==> src/rtl/rr_mux_if.sv <==
// Handshake bundle between CHANNELS producers and one registered output of rr_mux.
interface rr_mux_if #(
  parameter int WIDTH    = 8,
  parameter int CHANNELS = 4
);
  localparam int SELW = (CHANNELS > 1) ? $clog2(CHANNELS) : 1;

  logic [CHANNELS-1:0]       in_valid;
  logic [CHANNELS*WIDTH-1:0] in_data;
  logic [CHANNELS-1:0]       in_ready;
  logic                      out_valid;
  logic [WIDTH-1:0]          out_data;
  logic [SELW-1:0]           out_chan;
  logic                      out_ready;

  modport master (
    output in_valid, in_data, out_ready,
    input  in_ready, out_valid, out_data, out_chan
  );

  modport slave (
    input  in_valid, in_data, out_ready,
    output in_ready, out_valid, out_data, out_chan
  );
endinterface

==> src/rtl/rr_mux.sv <==
// N-to-1 arbitrating multiplexer (round-robin or fixed priority) with a
// single registered output stage and valid/ready flow control.
module rr_mux #(
  parameter int WIDTH    = 8,
  parameter int CHANNELS = 4,
  parameter int MODE     = 0
) (
  input logic   clk,
  input logic   rst,
  rr_mux_if.slave bus
);
  localparam int              SELW = (CHANNELS > 1) ? $clog2(CHANNELS) : 1;
  localparam logic [SELW:0]   CH_W = (SELW+1)'(CHANNELS);
  localparam logic [SELW-1:0] LAST = SELW'(CHANNELS - 1);

  logic [SELW-1:0]     ptr;
  logic                vld_p1;
  logic [WIDTH-1:0]    data_p1;
  logic [SELW-1:0]     chan_p1;

  logic [CHANNELS-1:0] grant;
  logic [SELW-1:0]     gsel;
  logic                found;
  logic [SELW:0]       cand;
  logic [WIDTH-1:0]    sel_data;
  logic                load_en;
  logic                accept;

  // Stage p0: combinational arbitration, re-evaluated every cycle from live in_valid
  always_comb begin
    grant = '0;
    gsel  = '0;
    found = 1'b0;
    cand  = '0;
    for (int k = 0; k < CHANNELS; k++) begin
      if (MODE == 1) begin
        cand = (SELW+1)'(k);
      end else begin
        cand = {1'b0, ptr} + (SELW+1)'(k);
        if (cand >= CH_W) cand = cand - CH_W;
      end
      if (!found && bus.in_valid[cand[SELW-1:0]]) begin
        found = 1'b1;
        gsel  = cand[SELW-1:0];
      end
    end
    grant[gsel] = found;
  end

  always_comb begin
    sel_data = '0;
    for (int i = 0; i < CHANNELS; i++) begin
      if (grant[i]) sel_data = sel_data | bus.in_data[i*WIDTH +: WIDTH];
    end
  end

  // Grant itself is never gated by out_ready; only the ready back to producers is.
  assign load_en      = !vld_p1 | bus.out_ready;
  assign bus.in_ready = rst ? '0 : (grant & {CHANNELS{load_en}});
  assign accept       = load_en & found & !rst;

  // Stage p1: output register and rotating pointer
  always_ff @(posedge clk) begin
    if (rst) begin
      vld_p1  <= 1'b0;
      data_p1 <= '0;
      chan_p1 <= '0;
      ptr     <= '0;
    end else if (accept) begin
      vld_p1  <= 1'b1;
      data_p1 <= sel_data;
      chan_p1 <= gsel;
      ptr     <= (gsel == LAST) ? '0 : gsel + 1'b1;
    end else if (bus.out_ready) begin
      vld_p1  <= 1'b0;
    end
  end

  assign bus.out_valid = vld_p1;
  assign bus.out_data  = data_p1;
  assign bus.out_chan  = chan_p1;
endmodule

==> src/flat_wrapper.sv <==
// flat-port wrapper written by rule: the top's interface ports become plain ports
module rr_mux_flat 
#(
  parameter int WIDTH    = 8,
  parameter int CHANNELS = 4,
  parameter int MODE     = 0
)
  (clk, rst, bus_in_valid, bus_in_data, bus_out_ready, bus_in_ready, bus_out_valid, bus_out_data, bus_out_chan);
  rr_mux_if #(.WIDTH(WIDTH), .CHANNELS(CHANNELS)) bus_i ();
  input logic clk;
  input logic rst;
  input wire logic [$bits(bus_i.in_valid)-1:0] bus_in_valid;
  input wire logic [$bits(bus_i.in_data)-1:0] bus_in_data;
  input wire logic [$bits(bus_i.out_ready)-1:0] bus_out_ready;
  output wire logic [$bits(bus_i.in_ready)-1:0] bus_in_ready;
  output wire logic [$bits(bus_i.out_valid)-1:0] bus_out_valid;
  output wire logic [$bits(bus_i.out_data)-1:0] bus_out_data;
  output wire logic [$bits(bus_i.out_chan)-1:0] bus_out_chan;
  assign bus_i.in_valid = bus_in_valid;
  assign bus_i.in_data = bus_in_data;
  assign bus_i.out_ready = bus_out_ready;
  assign bus_in_ready = bus_i.in_ready;
  assign bus_out_valid = bus_i.out_valid;
  assign bus_out_data = bus_i.out_data;
  assign bus_out_chan = bus_i.out_chan;
  rr_mux #(.WIDTH(WIDTH), .CHANNELS(CHANNELS), .MODE(MODE)) u_core (.clk(clk), .rst(rst), .bus(bus_i));
endmodule
==> config.mk <==
export PLATFORM = sky130hd
export DESIGN_NAME = rr_mux_flat
export DESIGN_NICKNAME = d
export VERILOG_FILES = /design/src/rtl/rr_mux_if.sv /design/src/rtl/rr_mux.sv /design/src/flat_wrapper.sv
export SDC_FILE = /design/constraint.sdc
export NUM_CORES = 1
export LEC_CHECK = 0
export BUFFER_PORTS_ARGS = -buffer_cell sky130_fd_sc_hd__buf_2
export CORE_MARGIN = 3
export CORE_UTILIZATION = 40
export DETAILED_ROUTE_END_ITERATION = 16
export PLACE_DENSITY = 0.78
export SLEW_MARGIN = 20
export SYNTH_ARGS = -nofsm -noshare
export SYNTH_HDL_FRONTEND = slang
export SYNTH_SLANG_ARGS = --single-unit
==> constraint.sdc <==
create_clock -name clk -period 2.4 [get_ports clk]
set_input_delay 0.48 -clock clk [delete_from_list [all_inputs] [get_ports clk]]
set_output_delay 0.48 -clock clk [all_outputs]
set_load 0.005 [all_outputs]
==> metrics, run 1 <==
status complete, no violations; vias in the first global route 823; r2r setup slk 370 ps; CP Capture Type output port; Cells after Synth 89; syn_nets 132; commonest non-fill, non-tap cells in the layout buf_2, dfxtp_1, nand3b_1; core area 0.00180 mm2; DR DRC count 0; H-tree Lvls 1; DR vias/cell 5.22; first-pass GRT wire length 3410 um; placed cells 165; deepest clock path buffer count 2; design area 0.00112 mm2; layout cells sized above 1 0.472; Final Util 0.622; CTS Hold Buffers Added 0; maximum VDD drop 0.416 mV; minimum clock period 2300 ps; Detail Route Antenna Nets 0; Finished Layout Cells 169; Worst Clk Skew 2.98 ps; die width 50.5 um; FILL cells 182; CTS tree done; fin nets 188; latest clock arrival within the worst-skew pair 280 ps; total track usage 0.174; final hold violation count 0; critical path launch point type register; DP Area 0.00108 mm2; Synth top area share 0.329; area of the multi-input gates 485 um2; count of max-cap constraint violations 0; detailed placement HPWL 1700 um; starting density of the core 0.439; clock root cell clkbuf_4; Slew @ Worst Pin 555 ps; Max transition margin 0.627; register area 264 um2; critical path arrival 1820 ps; top cells by area, synth dfxtp_1, nand3b_1, a221oi_1; endpoints failing setup 0; largest area contributor in the netlist dfxtp_1; synthesized cell area 791 um2; Unique masters post-synth 24; Top Ports 54; period utilization 0.959; Final GP Congestion 0.772; Syn Area/Cell 8.88 um2; P_leak 0.550 nW; Seq/Total Area, Yosys 0.329; pwr dens 650 mW/mm2; Ys Warns 0; die area 0.00255 mm2; DR vias 883; total gr overflow 0; Worst EP required 1920 ps; num rows 15; First-pass DRT Iterations 4; Max Slew Vio Count 0; initial antenna violation count 0; largest net degree at the start of global routing 23; diode count 0; chip height 50.5 um; CTS sink cnt 13; wire per inst 12.7 um; Yosys reg bits 13; TNS Setup 0 ps; final wirelength 2140 um; commonest non-fill, non-tap cell in the layout buf_2; DR iter-0 viols 10; crit-path max FO 6; Fmax 435 MHz; Clock transition at path regs 80 ps; RSZ-0062 raised after global routing false; number of port buffers 53; WS Path Type register to output port; area delta synth->final 41.8%; Hold Crit Class input pin to register; CTS Buf Count 3
## cells in the mapped netlist
master / n
nor2b_1: 2
nand2b_1: 1
clkbuf_1: 4
nor2_1: 3
mux2i_1: 1
or3_4: 1
nand3b_1: 11
o21a_1: 1
o21ai_2: 1
buf_1: 1
inv_1: 3
a21oi_1: 3
ha_1: 4
a221oi_1: 8
o22ai_1: 1
a22o_1: 8
o21ai_1: 10
nor3_1: 1
nor4_2: 1
buf_6: 2
dfxtp_1: 13
or3_1: 2
and2_1: 4
nand2_1: 3
## area by class of cell
class | instances | share of cell area
Multi-Input combinational cell | 66 | 0.433
Timing Repair Buffer | 58 | 0.270
Sequential cell | 13 | 0.235
Tap cell | 25 | 0.0279
Clock buffer | 4 | 0.0234
Inverter | 3 | 0.0100
## worst max-delay path: stages, from the launching register on
cell	delay [ps]
dfxtp_4	380
mux2i_1	200
nor2_1	60
or3_4	390
ha_1	230
and2_1	150
buf_2	120
## metal layers
layer | track usage | vias to the layer above | share of wire
met5 | 0 | - | 0
met4 | 0.0538 | 0 | 0.012
met3 | 0.0504 | 4 | 0.065
met2 | 0.300 | 28 | 0.52
met1 | 0.206 | 404 | 0.41
li1 | - | 447 | -
## flip-flops by register name (all words and copies together) (netlist names)
name and count:
u_core.ptr 2, u_core.bus.out_chan 2, u_core.bus.out_valid 1, u_core.bus.out_data 8
## timing repair
item	CTS	global route
resized for setup	1	4
setup endpoints to repair	4	4
setup buffers	0	0
## stage by stage
stage / setup slack [ps] / hold WS [ps] / power (mW)
2_1_floorplan: 228 / 469 / 0.461
3_3_place_gp: 186 / 462 / 0.579
3_5_place_dp: 148 / 467 / 0.587
4_1_cts: 15.5 / 461 / 0.729
5_1_grt: 2.85 / 475 / 0.781
6_report: 99.6 / 463 / 0.728
## worst paths after layout
path                           from                endpoint  depth (start not counted)
max                   u_core.ptr[1]         bus_in_ready[2]                          6
min                 bus_in_data[31]  u_core.bus.out_data[7]                          3
max reg2reg           u_core.ptr[1]  u_core.bus.out_data[4]                          8
min reg2reg  u_core.bus.out_data[6]  u_core.bus.out_data[6]                          2
## report_power, final
group | internal, mW | switching, mW
registers | 0.260 | 0.0255
logic | 0.163 | 0.140
clock network | 0.0646 | 0.0742
## cell families after synthesis
logic type	share of synthesized area
AO/OA/AOI/OAI	0.288
adder cells (fa/ha/maj)	0.0633
buffers and inverters	0.0664
flip-flops	0.329
multiplexers	0.0127
AND/OR/NAND/NOR	0.240
Note: power is estimated with default switching activity, not from simulation.
==> run 2: changes to the inputs <==
--- a/config.mk
+++ b/config.mk
@@ -5,11 +5,12 @@
 export SDC_FILE = /design/constraint.sdc
 export NUM_CORES = 1
 export LEC_CHECK = 0
+export ABC_AREA = 1
 export BUFFER_PORTS_ARGS = -buffer_cell sky130_fd_sc_hd__buf_2
 export CORE_MARGIN = 3
-export CORE_UTILIZATION = 40
+export CORE_UTILIZATION = 46
 export DETAILED_ROUTE_END_ITERATION = 16
-export PLACE_DENSITY = 0.78
+export PLACE_DENSITY = 0.8
 export SLEW_MARGIN = 20
 export SYNTH_ARGS = -nofsm -noshare
 export SYNTH_HDL_FRONTEND = slang
==> run 2 against run 1 <==
The flow now finishes with violations (negative setup slack). Clock power is 4% lower. Critical path depth rose by 7. Fmax is 12% lower. Non-clock buffer count up 22. Via count grew 60%. Core utilization increased by 13 points. Power rose to 3.9 times the previous value. Setup slack got worse by 320 ps. Sequential power increased by 31%. Area after synthesis up 40%. Routed wire length is 64% higher. Largest cell class unchanged.
==> metrics, run 2 <==
Largest register FFs 8 (unchanged); most frequent cell after synthesis nand2_1 (was dfxtp_1); count of max-cap constraint violations 0 (unchanged); P_int 1.42 mW (was 488 uW); failing checks negative setup slack; Cells after Synth 179 (was 89); total track usage 0.229 (was 0.174); Detail Route Antenna Nets 0 (unchanged); switching share of total power 0.500 (was 0.330); WP buf/inv 5 (was 1); minimum clock period 2620 ps (was 2300 ps); FFs w/ async S/R, synth 0 (unchanged); H-tree Lvls 1 (unchanged); die width 55.1 um (was 50.5 um); final hold violation count 0 (unchanged); Unique masters post-synth 22 (was 24); placed cells 265 (was 165); pwr dens 1670 mW/mm2 (was 650 mW/mm2); Top Ports 54 (unchanged); First-pass DRT Iterations 4 (unchanged); worst path cell trace buf_6 -> nand2_4 -> nand2_4 -> buf_4 -> nand2_1 -> and2_4 -> o211ai_1 -> nand2_2 -> inv_4 -> ha_4 -> inv_2 -> nor2_1 -> buf_2 (was mux2i_1 -> nor2_1 -> or3_4 -> ha_1 -> and2_1 -> buf_2); Worst Clk Skew 0.985 ps (was 2.98 ps); clock power share 0.047 (was 0.191); endpoints failing setup 4 (was 0); met3 WL post-DR 234 um (was 139 um); CTS Buf Count 3 (unchanged); Hold Crit Class input pin to register (unchanged); vias in the first global route 1205 (was 823); area delta synth->final 53.7% (was 41.8%); DR iter-0 viols 17 (was 10); final wirelength 3500 um (was 2140 um); commonest non-fill, non-tap cell in the layout buf_2 (unchanged); commonest cells in the netlist nand2_1, nand3_1, inv_1 (was dfxtp_1, nand3b_1, o21ai_1); Clock transition at path regs 80 ps (about the same); Max Used Layer met4 (unchanged); Flop pwr share 0.132 (was 0.392); wire per inst 12.5 um (was 12.7 um); DR vias/cell 5.04 (was 5.22); CTS tree done (unchanged); slowest stage delay, CP 400 ps (was 390 ps); Fmax 381 MHz (was 435 MHz); DR vias 1411 (was 883); total power 2.84 mW (was 728 uW); crit-path max FO 5 (was 6); critical path launch point type register (unchanged); synthesized cell area 0.00111 mm2 (was 791 um2); Worst EP required 1920 ps (about the same); cell repeated most along the worst path nand2_4; CP Capture Type output port (unchanged); Seq/Total Area, Yosys 0.235 (was 0.329); CTS Hold Buffers Added 0 (unchanged); first-pass GRT wire length 5060 um (was 3410 um); Comb power frac 0.821 (was 0.417); Setup WS pre-CTS -84.0 ps (was 148 ps); RSZ-0062 raised after global routing true (was false); Max transition margin 0.816 (was 0.627); status complete, but fails checks (was complete, no violations); starting density of the core 0.492 (was 0.439); Yosys reg bits 13 (unchanged); Ys Warns 0 (unchanged); hold_ws 407 ps (was 463 ps); CTS sink cnt 13 (unchanged); WS Path Type register to output port (unchanged); critical path arrival 2140 ps (was 1820 ps); FILL cells 189 (was 182); die area 0.00303 mm2 (was 0.00255 mm2); Max Slew Vio Count 0 (unchanged); initial antenna violation count 0 (unchanged); CP max-delay cell dfxtp_4 (was or3_4); Final WS setup -224 ps (was 99.6 ps); DRT met1 WL 1390 um (was 868 um); Synth top area share 0.235 (was 0.329); layout cells sized above 1 0.488 (was 0.472); syn_nets 222 (was 132); commonest non-fill, non-tap cells in the layout buf_2, nand3_1, nand2_1 (was buf_2, dfxtp_1, nand3b_1); Final Util 0.756 (was 0.622); Worst path top cell family by delay simple AND/OR/NAND/NOR gates (unchanged); Syn Area/Cell 6.19 um2 (was 8.88 um2); chip height 55.1 um (was 50.5 um); latest clock arrival within the worst-skew pair 270 ps (was 280 ps); core area 0.00225 mm2 (was 0.00180 mm2); P_leak 0.959 nW (was 0.550 nW); fin nets 296 (was 188); deepest clock path buffer count 2 (unchanged); total gr overflow 0 (unchanged); Slew @ Worst Pin 276 ps (was 555 ps); P_sw 1.42 mW (was 240 uW); Main synth FF type dfxtp_1 (unchanged); detailed placement HPWL 2310 um (was 1700 um); diode count 0 (unchanged); Finished Layout Cells 280 (was 169); maximum VDD drop 1.09 mV (was 0.416 mV); number of port buffers 53 (unchanged); DR WL met2 1830 um (was 1100 um); DR DRC count 0 (unchanged); largest net degree at the start of global routing 34 (was 23); period utilization 1.09 (was 0.959); Post-synth EDFFs 0 (unchanged); largest area contributor in the netlist dfxtp_1 (unchanged); Final GP Congestion 0.814 (was 0.772); num rows 17 (was 15); top cells by area, synth dfxtp_1, nand3_1, nand2_1 (was dfxtp_1, nand3b_1, a221oi_1); clock root cell clkbuf_4 (unchanged)
## run 2: cell types whose count changed after synthesis, moves of 3 or more
cell	delta
a221oi_1	-8
a22o_1	-8
and2_1	-4
buf_6	+3
inv_1	+11
nand2_1	+49
nand2_2	+6
nand3_1	+45
nand3b_1	-11
nor2_1	+6
o21ai_0	+4
## run 2: kinds of logic after synthesis
group | Yosys count | synth area share
simple gates | 117 | 0.499
compound gates | 17 | 0.0847
flops | 13 | 0.235
fa+ha+maj | 4 | 0.0451
buf+inv | 28 | 0.137
## run 2: area by class of cell
| class | instances | area [um2] | area share |
|---|---|---|---|
| well taps | 28 | 35.0 | 0.0206 |
| multi-input cells | 138 | 817 | 0.479 |
| clock buffers | 4 | 26.3 | 0.0154 |
| inverters | 17 | 73.8 | 0.0433 |
| flip-flops and latches | 13 | 268 | 0.157 |
| repair buffers | 80 | 484 | 0.284 |
## run 2: power groups by stage
stage	combinational [mW]	sequential, mW	clock, mW
global route	2.59	0.384	0.147
floorplan	1.22	0.349	0
CTS	1.99	0.366	0.137
finish	2.33	0.375	0.133
global placement	1.69	0.372	0
detailed placement	1.71	0.372	0
## run 2: final timing paths
check	start	endpoint	slack (ps)	cells after the start
setup / recovery	u_core.ptr[0]	bus_in_ready[3]	-220	13
hold / removal	rst	u_core.bus.out_chan[0]	410	2
setup reg to reg	u_core.ptr[0]	u_core.bus.out_data[4]	140	14
hold reg to reg	u_core.bus.out_data[4]	u_core.bus.out_data[4]	470	2
## run 2: metrics by stage
step	setup TNS [ps]	cell area [um2]
global route	-1590	1700
global placement	-41.4	1450
detailed placement	-228	1450
CTS	-659	1590
floorplan	0	1110
finish	-789	1700
## run 2: routing by layer
metal,up-vias,global-route usage
met5,-,0
met4,0,0.0607
met3,8,0.0617
met2,55,0.413
met1,623,0.264
li1,725,-
## run 2: what timing repair did
action                                  in CTS  in global routing
hold endpoints to repair                     0                  0
resized for setup                           22                 23
endpoints found under the setup margin       5                 12
pin swaps                                   14                 16
gates cloned                                 0                  0
setup buffers                                6                  6
==> run 3: changes to the inputs <==
==> constraint.sdc (replaced) <==
create_clock -name clk -period 2.58 [get_ports clk]
set_input_delay 0.516 -clock clk [delete_from_list [all_inputs] [get_ports clk]]
set_output_delay 0.516 -clock clk [all_outputs]
set_load 0.005 [all_outputs]
==> run 3 against run 2 <==
The run still ends with negative setup slack left. First-iteration DRC count grew 53%. Critical path depth is the same. Power shrank 0.56%. Combinational power is essentially flat. Cell count shrank 0.36%. Non-clock buffer count shrank 1. Clock skew grew 3.0 ps. Clock power shrank 6%. Critical endpoint is now bus_in_ready[2]. Largest cell class unchanged. Highest routed layer unchanged.
==> metrics, run 3 (synthesis results as in run 2) <==
Detail Route Antenna Nets 0 (unchanged); CP Capture Type output port (unchanged); CTS Buf Count 3 (unchanged); DR vias/cell 5.12 (was 5.04); slowest stage delay, CP 390 ps (was 400 ps); CTS tree done (unchanged); number of port buffers 53 (unchanged); clock root cell clkbuf_4 (unchanged); Final WS setup -131 ps (was -224 ps); final hold violation count 0 (unchanged); chip height 55.1 um (unchanged); Final GP Congestion 0.751 (was 0.814); total power 2.83 mW (was 2.84 mW); deepest clock path buffer count 2 (unchanged); largest net degree at the start of global routing 31 (was 34); status complete, but fails checks (unchanged); starting density of the core 0.492 (unchanged); critical path launch point u_core.ptr[0] (unchanged); H-tree Lvls 1 (unchanged); total track usage 0.217 (was 0.229); Final Util 0.780 (was 0.756); wire per inst 13.2 um (was 12.5 um); P_leak 0.971 nW (was 0.959 nW); period utilization 1.05; Hold Crit Class input pin to register (unchanged); Max transition margin 0.772 (was 0.816); WP depth 13 (unchanged); worst path cell trace buf_6 -> nand2_4 -> nand3_4 -> nand2_4 -> nor2_4 -> nand2_2 -> o211ai_1 -> nand2_4 -> inv_4 -> ha_4 -> inv_2 -> nor2_2 -> buf_2 (was buf_6 -> nand2_4 -> nand2_4 -> buf_4 -> nand2_1 -> and2_4 -> o211ai_1 -> nand2_2 -> inv_4 -> ha_4 -> inv_2 -> nor2_1 -> buf_2); initial antenna violation count 0 (unchanged); area delta synth->final 58.6% (was 53.7%); total gr overflow 0 (unchanged); pwr dens 1610 mW/mm2 (was 1670 mW/mm2); commonest non-fill, non-tap cell in the layout buf_2 (unchanged); CTS sink cnt 13 (unchanged); placed cells 258 (was 265); First-pass DRT Iterations 4 (unchanged); die area 0.00303 mm2 (unchanged); Slew @ Worst Pin 341 ps (was 276 ps); commonest non-fill, non-tap cells in the layout buf_2, nand3_1, nand2_1 (unchanged); first-pass GRT wire length 4750 um (was 5060 um); count of max-cap constraint violations 0 (unchanged); Largest register FFs 8 (unchanged); latest clock arrival within the worst-skew pair 280 ps (was 270 ps); layout cells sized above 1 0.514 (was 0.488); DR DRC count 0 (unchanged); core area 0.00225 mm2 (unchanged); RSZ-0062 raised after global routing true (unchanged); TNS Setup -281 ps (was -789 ps); DR vias 1428 (was 1411); maximum VDD drop 1.11 mV (was 1.09 mV); Crit Reg-Reg Startpoint u_core.ptr[0] (unchanged); fin nets 295 (was 296); Worst path top cell family by delay simple AND/OR/NAND/NOR gates (unchanged); crit-path max FO 5 (unchanged); detailed placement HPWL 2260 um (was 2310 um); Fmax 369 MHz; Top Ports 54 (unchanged); diode count 0 (unchanged); num rows 17 (unchanged); Clock transition at path regs 70 ps (was 80 ps); die width 55.1 um (unchanged); reg2reg end u_core.bus.out_data[3] (was u_core.bus.out_data[4]); critical path launch point type register (unchanged); Worst EP required 2060 ps (was 1920 ps); WS Path Type register to output port (unchanged); worst setup path endpoint bus_in_ready[2] (was bus_in_ready[3]); minimum clock period 2710 ps; critical path arrival 2190 ps (was 2140 ps); cell repeated most along the worst path nand2_4 (unchanged); Worst Clk Skew 4.03 ps (was 0.985 ps); endpoints failing setup 4 (unchanged); WP buf/inv 4 (was 5); cells on worst reg2reg path 17 (was 14); failing checks negative setup slack (unchanged); DR iter-0 viols 26 (was 17); Max Slew Vio Count 0 (unchanged); Finished Layout Cells 279 (was 280); final wirelength 3680 um (was 3500 um); vias in the first global route 1148 (was 1205); r2r setup slk 230 ps (was 140 ps); CP max-delay cell dfxtp_4 (unchanged)
-- run 3: area by class of cell --
class | instances | area [um2]
tap | 28 | 35.0
multi-input combinational | 138 | 863
sequential | 13 | 268
clock inverter | 1 | 5.00
clock buffer | 3 | 22.5
fill | 185 | 497
timing repair buffer | 79 | 488
inverter | 17 | 76.3
-- run 3: power by group --
| part | switching (mW) | internal, mW | total (mW) | leakage, nW |
|---|---|---|---|---|
| sequential | 0.0630 | 0.289 | 0.352 | 0.109 |
| combinational | 1.28 | 1.07 | 2.35 | 0.844 |
| clock | 0.0669 | 0.0576 | 0.125 | 0.0177 |
| total | 1.41 | 1.42 | 2.83 | 0.971 |
-- run 3: per-layer routing --
metal / wire length, um / global-route usage / share of wire / vias to the layer above
met5: 0 / 0 / 0 / -
li1: - / - / - / 732
met1: 1430 / 0.246 / 0.39 / 635
met4: 77 / 0.0445 / 0.021 / 0
met2: 1950 / 0.400 / 0.53 / 53
met3: 214 / 0.0617 / 0.058 / 8
-- run 3: worst min-delay path by stage --
stage,startpoint,endpoint,depth (start not counted)
2_1_floorplan,u_core.bus.out_chan[0],u_core.bus.out_chan[0],2
3_3_place_gp,u_core.bus.out_chan[0],u_core.bus.out_chan[0],2
3_5_place_dp,u_core.bus.out_chan[0],u_core.bus.out_chan[0],2
4_1_cts,rst,u_core.bus.out_chan[0],2
5_1_grt,rst,u_core.bus.out_chan[0],2
6_report,rst,u_core.bus.out_chan[0],2
-- run 3: per-stage QoR --
step / cell area, um2 / setup slack (ps) / hold WS [ps]
2_1_floorplan: 1110 / 111 / 456
3_3_place_gp: 1390 / 66.2 / 450
3_5_place_dp: 1390 / -5.60 / 454
4_1_cts: 1540 / -27.1 / 413
5_1_grt: 1760 / -299 / 421
6_report: 1760 / -131 / 426
-- run 3: what timing repair did --
| item | 4_1_cts | 5_1_grt |
|---|---|---|
| endpoints found under the hold margin | 0 | 0 |
| resized for setup | 22 | 37 |
| buffers inserted | 8 | 9 |
| pin swaps | 14 | 23 |
| setup endpoints to repair | 4 | 4 |
| hold buffers | 0 | 0 |
